==> src/rtl/cpu_controller.sv <==
// Multi-cycle control unit: fetches 16-bit instructions, holds PC/IR and
// sequences the register-file/ALU datapath and the data memory.
module cpu_controller #(
    parameter int unsigned     PC_W     = 16,
    parameter logic [PC_W-1:0] RESET_PC = '0
) (
    input  logic            clk,
    input  logic            rst,
    input  logic [15:0]     I_data,
    output logic [PC_W-1:0] I_addr,
    output logic            I_rd,
    output logic [7:0]      D_addr,
    output logic            D_rd,
    output logic            D_wr,
    output logic [7:0]      RF_W_data,
    output logic            RF_s1,
    output logic            RF_s0,
    output logic [3:0]      RF_W_addr,
    output logic            RF_W_wr,
    output logic [3:0]      RF_Rp_addr,
    output logic            RF_Rp_rd,
    output logic [3:0]      RF_Rq_addr,
    output logic            RF_Rq_rd,
    output logic            alu_s1,
    output logic            alu_s0,
    input  logic            RF_Rp_zero,
    output logic            halted
);

    localparam logic [3:0] OP_LOAD  = 4'h0;
    localparam logic [3:0] OP_STORE = 4'h1;
    localparam logic [3:0] OP_ADD   = 4'h2;
    localparam logic [3:0] OP_LDC   = 4'h3;
    localparam logic [3:0] OP_SUB   = 4'h4;
    localparam logic [3:0] OP_JZ    = 4'h5;

    typedef enum logic [3:0] {
        S_INIT,
        S_FETCH,
        S_DECODE,
        S_LOAD,
        S_STORE,
        S_ADD,
        S_LDC,
        S_SUB,
        S_JZ,
        S_JMP,
        S_HALT
    } state_t;

    state_t          state_q, state_d;
    logic [PC_W-1:0] pc_q, pc_d;
    logic [PC_W-1:0] jmp_ofs;
    logic [15:0]     ir_q, ir_d;
    logic [3:0]      op;

    // Output values for the coming cycle, decoded from next state and next IR
    logic            i_rd_d;
    logic [7:0]      d_addr_d;
    logic            d_rd_d;
    logic            d_wr_d;
    logic [7:0]      rf_w_data_d;
    logic            rf_s1_d;
    logic            rf_s0_d;
    logic [3:0]      rf_w_addr_d;
    logic            rf_w_wr_d;
    logic [3:0]      rf_rp_addr_d;
    logic            rf_rp_rd_d;
    logic [3:0]      rf_rq_addr_d;
    logic            rf_rq_rd_d;
    logic            alu_s1_d;
    logic            alu_s0_d;
    logic            halted_d;

    assign op      = ir_q[15:12];
    // JMP runs with PC already advanced past the JZ, so the target is PC + o - 1
    assign jmp_ofs = PC_W'($signed(ir_q[7:0]));
    assign I_addr  = pc_q;

    // Next-state, PC and IR update
    always_comb begin
        state_d = state_q;
        pc_d    = pc_q;
        ir_d    = ir_q;
        case (state_q)
            S_INIT: begin
                pc_d    = RESET_PC;
                state_d = S_FETCH;
            end
            S_FETCH: begin
                ir_d    = I_data;
                pc_d    = pc_q + PC_W'(1);
                state_d = S_DECODE;
            end
            S_DECODE: begin
                case (op)
                    OP_LOAD:  state_d = S_LOAD;
                    OP_STORE: state_d = S_STORE;
                    OP_ADD:   state_d = S_ADD;
                    OP_LDC:   state_d = S_LDC;
                    OP_SUB:   state_d = S_SUB;
                    OP_JZ:    state_d = S_JZ;
                    default:  state_d = S_HALT;
                endcase
            end
            S_LOAD, S_STORE, S_ADD, S_LDC, S_SUB: begin
                state_d = S_FETCH;
            end
            S_JZ: begin
                state_d = RF_Rp_zero ? S_JMP : S_FETCH;
            end
            S_JMP: begin
                pc_d    = pc_q + jmp_ofs - PC_W'(1);
                state_d = S_FETCH;
            end
            S_HALT: begin
                state_d = S_HALT;
            end
            default: begin
                state_d = S_INIT;
            end
        endcase
    end

    // Moore output decode for the state being entered
    always_comb begin
        i_rd_d       = 1'b0;
        d_addr_d     = 8'h00;
        d_rd_d       = 1'b0;
        d_wr_d       = 1'b0;
        rf_w_data_d  = 8'h00;
        rf_s1_d      = 1'b0;
        rf_s0_d      = 1'b0;
        rf_w_addr_d  = 4'h0;
        rf_w_wr_d    = 1'b0;
        rf_rp_addr_d = 4'h0;
        rf_rp_rd_d   = 1'b0;
        rf_rq_addr_d = 4'h0;
        rf_rq_rd_d   = 1'b0;
        alu_s1_d     = 1'b0;
        alu_s0_d     = 1'b0;
        halted_d     = 1'b0;
        case (state_d)
            S_FETCH: begin
                i_rd_d = 1'b1;
            end
            S_LOAD: begin
                d_addr_d    = ir_d[7:0];
                d_rd_d      = 1'b1;
                rf_s1_d     = 1'b1;
                rf_w_addr_d = ir_d[11:8];
                rf_w_wr_d   = 1'b1;
            end
            S_STORE: begin
                d_addr_d     = ir_d[7:0];
                d_wr_d       = 1'b1;
                rf_rp_addr_d = ir_d[11:8];
                rf_rp_rd_d   = 1'b1;
            end
            S_ADD, S_SUB: begin
                rf_rp_addr_d = ir_d[7:4];
                rf_rp_rd_d   = 1'b1;
                rf_rq_addr_d = ir_d[3:0];
                rf_rq_rd_d   = 1'b1;
                alu_s0_d     = (state_d == S_ADD);
                alu_s1_d     = (state_d == S_SUB);
                rf_w_addr_d  = ir_d[11:8];
                rf_w_wr_d    = 1'b1;
            end
            S_LDC: begin
                rf_w_data_d = ir_d[7:0];
                rf_s0_d     = 1'b1;
                rf_w_addr_d = ir_d[11:8];
                rf_w_wr_d   = 1'b1;
            end
            S_JZ: begin
                rf_rp_addr_d = ir_d[11:8];
                rf_rp_rd_d   = 1'b1;
            end
            S_HALT: begin
                halted_d = 1'b1;
            end
            default: begin
            end
        endcase
    end

    // State, PC, IR and registered outputs; reset clears every strobe at once
    always_ff @(posedge clk or negedge rst) begin
        if (!rst) begin
            state_q    <= S_INIT;
            pc_q       <= RESET_PC;
            ir_q       <= '0;
            I_rd       <= 1'b0;
            D_addr     <= 8'h00;
            D_rd       <= 1'b0;
            D_wr       <= 1'b0;
            RF_W_data  <= 8'h00;
            RF_s1      <= 1'b0;
            RF_s0      <= 1'b0;
            RF_W_addr  <= 4'h0;
            RF_W_wr    <= 1'b0;
            RF_Rp_addr <= 4'h0;
            RF_Rp_rd   <= 1'b0;
            RF_Rq_addr <= 4'h0;
            RF_Rq_rd   <= 1'b0;
            alu_s1     <= 1'b0;
            alu_s0     <= 1'b0;
            halted     <= 1'b0;
        end else begin
            state_q    <= state_d;
            pc_q       <= pc_d;
            ir_q       <= ir_d;
            I_rd       <= i_rd_d;
            D_addr     <= d_addr_d;
            D_rd       <= d_rd_d;
            D_wr       <= d_wr_d;
            RF_W_data  <= rf_w_data_d;
            RF_s1      <= rf_s1_d;
            RF_s0      <= rf_s0_d;
            RF_W_addr  <= rf_w_addr_d;
            RF_W_wr    <= rf_w_wr_d;
            RF_Rp_addr <= rf_rp_addr_d;
            RF_Rp_rd   <= rf_rp_rd_d;
            RF_Rq_addr <= rf_rq_addr_d;
            RF_Rq_rd   <= rf_rq_rd_d;
            alu_s1     <= alu_s1_d;
            alu_s0     <= alu_s0_d;
            halted     <= halted_d;
        end
    end

endmodule
==> config.mk <==
export PLATFORM = sky130hd
export DESIGN_NAME = cpu_controller
export DESIGN_NICKNAME = d
export VERILOG_FILES = /design/src/rtl/cpu_controller.sv
export SDC_FILE = /design/constraint.sdc
export NUM_CORES = 1
export LEC_CHECK = 0
export CAP_MARGIN = 10
export CORE_AREA = 2 2 170 105
export CTS_CLUSTER_DIAMETER = 60
export DETAILED_ROUTE_END_ITERATION = 12
export DIE_AREA = 0 0 172 107
export SYNTH_ARGS = -nofsm -noshare
export SYNTH_HDL_FRONTEND = slang
export SYNTH_SLANG_ARGS = --single-unit
export TNS_END_PERCENT = 1
==> constraint.sdc <==
create_clock -name clk -period 3.3 [get_ports clk]
set_input_delay 0.495 -clock clk [delete_from_list [all_inputs] [get_ports clk]]
set_output_delay 0.495 -clock clk [all_outputs]
set_load 0.02 [all_outputs]
---- Word-level counts from Yosys, hierarchy flattened ----
Index checks and enable logic that the tools add are counted.
cells by class
  add/subtract/negate cells ............... 3
  equality and inequality tests ........... 23
  mux-type cells .......................... 20
  reductions and logical operators ........ 9
operators with widths
  cell                                                 number
  one-hot mux 16 bit (3 select lines)                  1
  equality test 4 x 3 -> 1 bit, second input constant  10
  one-hot mux 4 bit (6 select lines)                   1
  equality test 4 x 2 -> 1 bit, second input constant  5
  equality test 4 bit, second input constant           5
  one-hot mux 4 bit (5 select lines)                   1
  adder 16 x 1 -> 16 bit, second input constant        1
  adder 16 bit                                         1
  two-way mux 8 bit                                    2
  subtractor 16 x 1 -> 16 bit, second input constant   1
  equality test 4 x 1 -> 1 bit, second input constant  3
  two-way mux 12 bit                                   1
  two-way mux 4 bit                                    3
  two-way mux 1 bit                                    10
  logical NOT 4 bit                                    2
  one-hot mux 4 bit (2 select lines)                   1
  OR reduction 4 bit                                   2
  OR reduction 7 bit                                   1
  OR reduction 2 bit                                   3
  nonzero test 3 bit                                   1
storage, ports and cells
  register bits after elaboration ......... 74
  output and inout port bits .............. 55
  word-level logic and storage cells ...... 74

---- Depth between registers and ports, before layout ----
  word-level depth ........................ 6
  depth in mapped cells ................... 12
  mapped depth without buffers ............ 12

---- Least setup slack after synthesis ----
OpenSTA, ideal clock, no wires.
  kind .................................... reg2reg
  start point ............................. register pc_q[1], in the netlist I_addr[1]
  end point ............................... register pc_q[9], in the netlist I_addr[9]
  library setup time ...................... 0.120 ns
  arrival ................................. 2.573 ns
  data required time ...................... 3.180 ns
  setup slack ............................. 0.607 ns
  cell stages (with the launch flop) ...... 13
  buffers on the path ..................... 0
  clock period less this slack ............ 2.693 ns
  cell sequence ........................... dfrtp_1 > inv_1 > ha_1 > inv_1 > ha_1 > inv_1 > fa_1 > nor2b_4 > o31a_1 > o31a_1 > o21a_1 > or3_1 > a31o_1
on the way
  cells in the longest elaborated chain, start to end .. 3
ends and longest elaborated chain
  item                                   RTL line  source
  start: declaration                     52        logic [PC_W-1:0] pc_q, pc_d;
  start signal: assignment               212       pc_q <= pc_d;
  adder 16 bit                           113       pc_d = pc_q + jmp_ofs - PC_W'(1);
  subtractor 16 x 1 -> 16 bit            113
  one-hot mux 16 bit (3 select lines) *  85        case (state_q)
Mark *: on every way between the ends. The rest lies on a longest branch, timed or not.
A chain may end at the register's enable or synchronous reset.

---- Worst setup path in the final report ----
  start point ............................. register pc_q[1], in the netlist I_addr[1]
  end point ............................... register pc_q[13], in the netlist I_addr[13]
The elaborated chain is that of the path after synthesis.

==> run_results.csv <==
group,metric,value,unit
synthesis,synth.avg_cell_area,9.14,µm²
power_and_ir_drop,p_switching,3.13,mW
timing,finClkSkew,0.00520,ns
critical_path,worstSetupPathDepth,12,
critical_path,ff2ff_setup_slack,0.50,ns
timing,hold_viol,0,
global_routing,grt_pass1_wl,18.5,mm
synthesis,synth_mux_area_frac,0.0145,
route,first_iter_violations,339,
layout,multi_input_area,0.00196,mm²
route,firstDrtPassIters,6,
critical_path,cp_cell_sequence,"inv_1 > ha_1 > inv_1 > ha_1 > inv_1 > fa_1 > nor2b_4 > o31a_1 > o211a_1 > a211oi_2 > o41ai_1 > a211o_1",
critical_path,r2r_end,"I_addr[13]",
timing,timing.final.ws_setup,0.501,ns
critical_path,critPathBufInv,3,
global_routing,grt_usage,0.131,
global_routing,grt_overflow,0,
power_and_ir_drop,internal_power,3.41,mW
power_and_ir_drop,ir_drop,390,µV
route,num_vias,3494,
layout,area_growth,30.9,%
layout,n_fill_cell,1784,
critical_path,arrival,3.01,ns
synthesis,synth_area,0.00415,mm²
power_and_ir_drop,pwr-share-comb,0.633,
floorplan,initial_core_util,0.246,
cts,cts_sinks,74,
cts,clk_pin_slew,0.06,ns
floorplan,die_height,107,µm
critical_path,cpMostUsedCell,"inv_1",
place,dpl_cell_area,0.00515,mm²
critical_path,required,3.51,ns
timing,setup_tns,0,ns
critical_path,max_stage_delay,0.41,ns
place,post-dp-hpwl,8.54,mm
synthesis,ys_seq_elements,74,
power_and_ir_drop,p_sw_frac,0.479,
route,wire_per_inst,14.7,µm
cts,clock-root-buffer,"clkbuf_16",
layout,final_area,0.00544,mm²
synthesis,postSynthCellCount,454,
cts,cts_setup_buffers,0,
critical_path,r2r_start,"I_addr[1]",
timing,post-route-min-period,2.80,ns
synthesis,ys_types,64,
route,ant_nets,0,
cts,htreeDepth,3,
power_and_ir_drop,seq_power_share,0.223,
timing,maxSlewViolCount,0,
synthesis,synth_compound_area_frac,0.174,
floorplan,fp.dieW,172,µm
synthesis,synthArstFlopShare,1.00,
synthesis,synth-xor-area-share,0.0211,
synthesis,seq_area_frac_synth,0.446,
place,io_buffers,73,
route,drc_errors,0,
synthesis,synthSimpleGateAreaFrac,0.169,
layout,seq_area,0.00185,mm²
status,outcome,"finished clean",
timing,fmax,357,MHz
power_and_ir_drop,pwr-share-clk,0.145,
timing,slew_headroom,0.352,
synthesis,yosys_warnings,0,
cts,cts_buffers,9,
power_and_ir_drop,leakage,2.50,nW
synthesis,synth_top_family_by_area,"compound AO/OA/AOI/OAI gates",
critical_path,crit_fanout,5,
cts,cts_tree,"built",
critical_path,cp_slowest_cell,"dfrtp_1",
place,routabilityCongestion,0.877,
floorplan,rows,37,
timing,rsz0062_at_grt,"false",
synthesis,synth_edf_count,0,
global_routing,grt_max_degree,75,
critical_path,crit_path_start_kind,"register",
cts,clock_latency,0.33,ns
floorplan,ios,74,
synthesis,syn-num-nets,504,
layout,drive_above_1_share,0.0670,
synthesis,synth_top_area_share,0.446,
floorplan,core_area,0.0169,mm²
floorplan,die-area,0.0184,mm²
synthesis,synth_fa_ha_area_frac,0.0952,
timing,worst_pin_slew,0.972,ns
run,cap_violations,0,
critical_path,endpoint_kind,"register",
critical_path,path_delay_family,"compound AO/OA/AOI/OAI gates",
power_and_ir_drop,p_per_area,1200,mW/mm²
global_routing,antenna_found_initial,0,
synthesis,ys.flop_type,"dfrtp_1",
critical_path,criticalPathCategory,"register to register",
route,vias_per_cell,4.53,
layout,fin_nets,583,
cts,max-clock-path-buffers,2,
cts,cts_resized,0,
hold_path,hp-class,"input pin to asynchronous set/reset pin",
critical_path,rr_worst_depth,12,
timing,setup_viol,0,
timing,fin_crit_sh,0.848,
global_routing,grt_pass1_vias,3463,
synthesis,yosysTopAreaCell,"dfrtp_1",
cts,hold_buffers,0,
route,wl,11.3,mm
place,dp_slack,0.566,ns
synthesis,ys_top_cells_by_area,"dfrtp_1 45%, ha_1 9.0%, inv_1 6.7%, nor2_1 4.8%, a21oi_1 3.9%",
-- per-layer routing --
layer | track usage | routed length (µm) | vias to the layer above
li1 | - | - | 1721
met1 | 0.194 | 5670 | 1639
met2 | 0.170 | 4380 | 124
met3 | 0.0524 | 1180 | 10
met4 | 0.0372 | 98 | 0
met5 | 0 | 0 | -
-- synth_stat cells (2+ instances only) --
master and n:
xor2_1 3, nand2_2 3, o31a_1 2, o21ai_0 28
dfrtp_1 74, clkbuf_1 4, a22oi_1 3, o22ai_1 2
buf_4 2, mux2i_1 6, o21ai_1 2, a211oi_1 5
or2_4 2, buf_1 2, o31ai_1 3, o211ai_1 2
a21oi_1 32, or3_1 3, a222oi_1 2, nor2_1 53
o21a_1 6, nand2_1 28, nor2b_1 2, and3_1 5
nand4_1 3, o32ai_1 4, ha_1 30, nor2_4 2
o221ai_1 2, o41ai_1 2, xnor2_1 7, nor4_1 3
inv_1 74, nor3_1 9, nand3_1 15
-- state kept, by name (all words and copies together), names as in the netlist, 4 cells and up --
register    flops
D_addr          8
I_addr         16
RF_Rp_addr      4
RF_Rq_addr      4
RF_W_addr       4
RF_W_data       8
ir_q           16
state_q         4
-- layout make-up --
cell class	count	area share
inverters	75	0.0518
flip-flops and latches	74	0.341
clock inverters	2	0.00714
well taps	234	0.0539
clock buffers	13	0.0442
multi-input cells	295	0.361
diodes	1	0.000460
repair buffers	78	0.140
-- kinds of logic after synthesis --
group           Yosys count
mux                       6
simple gates            140
compound gates          108
fa+ha+maj                31
xor+xnor                 10
buf+inv                  85
flops                    74
-- power groups by stage --
| stage | Clock [mW] | Combinational, mW | Sequential [mW] |
|---|---|---|---|
| after CTS | 0.978 | 4.13 | 1.45 |
| after global placement | 0 | 4.04 | 1.45 |
| after global routing | 1.02 | 4.68 | 1.50 |
| after detailed placement | 0 | 4.10 | 1.47 |
| after floorplan | 0 | 2.87 | 1.54 |
| final | 0.947 | 4.14 | 1.46 |
-- cell usage in the layout (no fill, tap or decap), drive strengths merged, types with 13 or more instances in the layout --
cell type	instances
a21oi	32
clkbuf	13
clkdlybuf4s50	72
dfrtp	74
ha	30
inv	75
nand2	31
nand3	15
nor2	56
o21ai	31
-- worst max path at each step --
stage               startpoint         end  slack, ns
floorplan            I_addr[1]   I_addr[9]       0.61
global placement     I_addr[1]   I_addr[9]       0.63
detailed placement   I_addr[1]  I_addr[13]       0.57
CTS                  I_addr[1]  I_addr[13]       0.54
global route         I_addr[2]  I_addr[12]       0.27
finish               I_addr[1]  I_addr[13]       0.50
-- stage by stage --
stage | total power, mW | hold slack (ns) | utilization | instances
after detailed placement | 5.57 | 0.496 | 0.306 | 756
after CTS | 6.56 | 0.435 | 0.322 | 771
after global placement | 5.49 | 0.489 | 0.306 | 756
final | 6.54 | 0.401 | 0.323 | 772
after floorplan | 4.41 | 0.199 | - | 454
after global routing | 7.20 | 0.482 | 0.322 | 771
(Power assumes the default switching activity.)
